$ cat config.mk
export PLATFORM = sky130hd
export DESIGN_NAME = irq_controller
export DESIGN_NICKNAME = d
export VERILOG_FILES = /design/src/rtl/irq_controller.sv
export SDC_FILE = /design/constraint.sdc
export NUM_CORES = 1
export LEC_CHECK = 0
export BUFFER_PORTS_ARGS = -buffer_cell sky130_fd_sc_hd__buf_2
export CORE_MARGIN = 2
export CORE_UTILIZATION = 53
export DETAILED_ROUTE_END_ITERATION = 10
export PLACE_DENSITY = 0.76
export SLEW_MARGIN = 20
export SYNTH_ARGS = -nofsm -noshare
export SYNTH_HDL_FRONTEND = slang
export SYNTH_SLANG_ARGS = --single-unit
$ cat constraint.sdc
create_clock -name clk -period 2.5 [get_ports clk]
set_input_delay 0.5 -clock clk [delete_from_list [all_inputs] [get_ports clk]]
set_output_delay 0.5 -clock clk [all_outputs]
set_load 0.02 [all_outputs]
$ cat src/rtl/irq_controller.sv
// Vectored interrupt controller: edge capture, masking, fixed priority with
// in-service nesting, and a mode-2 style vector returned on CPU acknowledge.
module irq_controller #(
   parameter int N_SRC = 8
) (
   input  logic             clk,
   input  logic             rst_n,
   input  logic [N_SRC-1:0] src,
   input  logic             cfg_we,
   input  logic             cfg_addr,
   input  logic [7:0]       cfg_wdata,
   input  logic             int_ack,
   input  logic             reti,
   output logic             int_req,
   output logic [7:0]       vec,
   output logic             vec_valid,
   output logic [N_SRC-1:0] in_service
);

   typedef enum logic [1:0] {IDLE, REQ, VEC} state_e;

   state_e           state_q, state_d;
   logic [N_SRC-1:0] mask_q, mask_d;
   logic [N_SRC-1:0] pend_q, pend_d;
   logic [N_SRC-1:0] prev_q;
   logic [N_SRC-1:0] isv_q, isv_d;
   logic [3:0]       base_q, base_d;
   logic [2:0]       win_q, win_d;
   logic             req_q, vld_q;
   logic [7:0]       vec_q, vec_d;

   logic [N_SRC-1:0] elig;
   logic [N_SRC-1:0] isv_low;
   logic [N_SRC-1:0] win_oh;
   logic [2:0]       win_c;
   logic             any_elig;
   logic             blk;

   // A source is eligible only if no in-service bit sits at or above it in priority.
   always_comb begin
      blk  = 1'b0;
      elig = '0;
      for (int i = 0; i < N_SRC; i++) begin
         blk     = blk | isv_q[i];
         elig[i] = pend_q[i] & mask_q[i] & ~blk;
      end
   end

   always_comb begin
      win_c = '0;
      for (int i = N_SRC - 1; i >= 0; i--) begin
         if (elig[i]) win_c = 3'(i);
      end
   end

   assign any_elig = |elig;
   assign isv_low  = isv_q & (~isv_q + N_SRC'(1));
   assign win_oh   = N_SRC'(1) << win_q;

   always_comb begin
      state_d = state_q;
      win_d   = win_q;
      case (state_q)
         IDLE: if (any_elig) state_d = REQ;
         REQ: begin
            if (!any_elig) begin
               state_d = IDLE;
            end else if (int_ack) begin
               state_d = VEC;
               win_d   = win_c;
            end
         end
         VEC:     state_d = IDLE;
         default: state_d = IDLE;
      endcase
   end

   // New edges are OR-ed in after the service clear so a fresh edge wins.
   always_comb begin
      pend_d = pend_q;
      isv_d  = isv_q;
      if (state_q == VEC) pend_d = pend_d & ~win_oh;
      pend_d = pend_d | (src & ~prev_q & mask_q);
      if (reti) isv_d = isv_d & ~isv_low;
      if (state_q == VEC) isv_d = isv_d | win_oh;
   end

   always_comb begin
      mask_d = mask_q;
      base_d = base_q;
      if (cfg_we && !cfg_addr) mask_d = cfg_wdata[N_SRC-1:0];
      if (cfg_we && cfg_addr)  base_d = cfg_wdata[7:4];
   end

   // Vector byte is captured at acknowledge so a concurrent base write cannot leak in.
   assign vec_d = (state_d == VEC) ? {base_q, win_c, 1'b0} : 8'h00;

   always_ff @(posedge clk or negedge rst_n) begin
      if (!rst_n) begin
         state_q <= IDLE;
         mask_q  <= '0;
         pend_q  <= '0;
         prev_q  <= '0;
         isv_q   <= '0;
         base_q  <= '0;
         win_q   <= '0;
         req_q   <= 1'b0;
         vld_q   <= 1'b0;
         vec_q   <= '0;
      end else begin
         state_q <= state_d;
         mask_q  <= mask_d;
         pend_q  <= pend_d;
         prev_q  <= src;
         isv_q   <= isv_d;
         base_q  <= base_d;
         win_q   <= win_d;
         req_q   <= (state_d == REQ);
         vld_q   <= (state_d == VEC);
         vec_q   <= vec_d;
      end
   end

   assign int_req    = req_q;
   assign vec_valid  = vld_q;
   assign vec        = vec_q;
   assign in_service = isv_q;

endmodule

==> flow_metrics.tcl <==
set metrics [dict create \
    drt_iter0_markers 77 \
    clk_path_buf_depth 2 \
    slowest_delay_ps 470 \
    path_depth 5 \
    crit_family "simple AND/OR/NAND/NOR gates" \
    timing_max_transition_violations_final 0 \
    finalHoldViolCount 0 \
    numPortBuffers 38 \
    switching_share_pct 35.0 \
    cts_root_buf "clkbuf_8" \
    area_growth_pct 17.5 \
    p_clk_share_pct 20.8 \
    status "complete, no violations" \
    rsz0062_at_grt "no" \
    drcViolationCount 0 \
    routed_wl_um 3900 \
    avgRoutedWirePerCell_um 15.1 \
    critPathLaunchType "flop" \
    avgSynthCellArea_um2 12.2 \
    die_h_um 65.7 \
    viasPerCell 5.63 \
    synth-seq-cells 50 \
    crit_arrival_ps 2290 \
    grt-ovfl-total 0 \
    final_util_pct 64.8 \
    p_seq_share_pct 48.7 \
    power.density_nw_per_um2 955 \
    grt_usage_pct 21.0 \
    syn-cell-area_um2 2020 \
    p_int_mw 1.47 \
    placed_area_um2 2280 \
    post_synth_num_cell_types 33 \
    final_nets 232 \
    synthCells 165 \
    worst_slew_pin_slew_ps 785 \
    cts_sinks 50 \
    first_pass_iters 5 \
    yosysWarnings 0 \
    hold-worst-slack_ps 50.8 \
    ir_worst_vdd_mv 0.431 \
    start_util_pct 55.2 \
    timing.final.crit_share_pct 82.0 \
    p_switching_uw 793 \
    fmax_mhz 488 \
    antenna_found_initial 0 \
    skew_ps 5.54 \
    place.gp.congestion 0.848 \
    dp_hpwl_um 3020 \
    hp-class "primary input to async pin" \
    finalSetupViolCount 0 \
    antenna_cells 0 \
    route.antenna.remaining_nets 0 \
    clkTransAtPathRegs_ps 90 \
    cp-end-kind "flop" \
    critPathBufInv 0 \
    syn_nets 187 \
    cp_data_required_time_ps 2740 \
    cts.repair.resized 0 \
    finalInstanceArea_um2 2370 \
    most-common-layout-cells "50 x dfrtp_1, 38 x buf_2, 29 x nand2_1, 12 x mux2_2, 11 x o21ai_0" \
    crit_type "flop to flop" \
    post_cts_buffers 0 \
    grt_start_max_net_pins 21 \
    dieArea_um2 4320 \
    fp-row-count 22 \
    crit_chain "or3_4, a2111oi_4, a211oi_2, nor4_4, nand2b_1" \
    cts-buffers-inserted 5 \
    grt_pass1_wl_um 6740 \
    die_w_um 65.7 \
    cts_max_level 2 \
    layout-drive-gt1-share_pct 32.7 \
    post-route-min-period_ps 2050 \
    clk_latency_ps 300 \
    pin_count 40 \
    final_common_cell "dfrtp_1" \
    vias 1459 \
    slew_headroom_pct 47.6 \
    max_cap_viol_count 0 \
    p_comb_share_pct 30.5 \
    grt_pass1_vias 1434 \
    ys_seq_area_share_pct 61.9 \
    cts_tree "yes" \
    setup_tns_ps 0 \
    cp_max_fo 9 \
    r2r.worst_path.cells 5 \
    p_leak_nw 1.18 \
    core_area_um2 3660 \
    hold_buffers 0 \
    slowest_stage "dfrtp_1" \
]
## sequential cells by signal (all words and copies together), names as in the netlist
name,flops
in_service,8
mask_q,8
pend_q,8
prev_q,8
vec,7
base_q,4
win_q,3
state_q,2
int_req,1
vec_valid,1
## layout make-up
class | instances | area [um2]
flip-flops and latches | 50 | 1250
multi-input cells | 103 | 721
fillers | 283 | 1290
clock buffers | 6 | 82.6
inverters | 9 | 33.8
well taps | 48 | 60.1
clock inverters | 2 | 12.5
repair buffers | 41 | 213
## stage by stage
step | worst slack [ps] | total power [mW] | std cells
global placement | 548 | 1.77 | 251
detailed placement | 477 | 1.81 | 251
global route | 291 | 2.42 | 259
floorplan | 524 | 1.59 | 165
CTS | 457 | 2.29 | 259
finish | 451 | 2.27 | 259
## metal layers
| layer | vias up | wire length (um) | GRT usage (%) |
|---|---|---|---|
| met5 | - | 0 | 0 |
| met4 | 0 | 43 | 6.25 |
| met3 | 5 | 208 | 6.34 |
| met2 | 45 | 1940 | 32.3 |
| met1 | 740 | 1710 | 28.8 |
| li1 | 669 | - | - |
## final timing paths
path / start / endpoint / slack (ps)
min in group clk: src[7] / prev_q[7] / 320
min: rst_n / vec[7] / 50
max reg2reg: in_service[0] / win_q[1] / 450
max in group asynchronous: rst_n / pend_q[3] / 1920
max: in_service[0] / win_q[1] / 450
min reg2reg: prev_q[2] / pend_q[2] / 440
## synthesized netlist by cell type (all sizes together)
master | n | area, um2
buf | 1 | 7.51
a31oi | 2 | 12.5
or4bb | 2 | 23.8
nor2b | 3 | 18.8
or3 | 1 | 11.3
nand3b | 2 | 15.0
nor3b | 3 | 22.5
inv | 9 | 33.8
conb | 1 | 3.75
nand3 | 2 | 10.0
a211oi | 1 | 12.5
dfrtp | 50 | 1250
o21ai | 11 | 55.1
or2 | 1 | 6.26
a21oi | 2 | 10.0
nor4 | 4 | 55.1
o31ai | 1 | 7.51
nor3 | 2 | 10.0
a32o | 7 | 70.1
nand4 | 1 | 6.26
nand2 | 29 | 109
nor2 | 3 | 13.8
mux2 | 12 | 135
a2111oi | 1 | 27.5
o2111ai | 2 | 17.5
nand2b | 3 | 18.8
a221oi | 1 | 8.76
clkbuf | 2 | 7.51
and3b | 1 | 8.76
and2 | 5 | 31.3
## power groups by stage
stage | Clock (mW) | Combinational (mW) | Sequential, mW
floorplan | 0 | 0.434 | 1.16
global placement | 0 | 0.668 | 1.10
detailed placement | 0 | 0.691 | 1.12
CTS | 0.489 | 0.693 | 1.10
global route | 0.524 | 0.764 | 1.13
finish | 0.472 | 0.691 | 1.10
## worst register-to-register path, cell delays in order, from the launching register on
cell       delay [ps]
dfrtp_1           470
or3_4             460
a2111oi_4         370
a211oi_2          250
nor4_4            310
nand2b_1          130
## cell families after synthesis
kind of cell           Yosys count  share of synthesized area, %
AOI/OAI and AO/OA               28                          11.0
other                            1                         0.186
muxes                           12                          6.69
and+or+nand+nor                 62                          17.8
DFF                             50                          61.9
buffers and inverters           12                          2.42
Note: power is estimated with default switching activity, not from simulation.
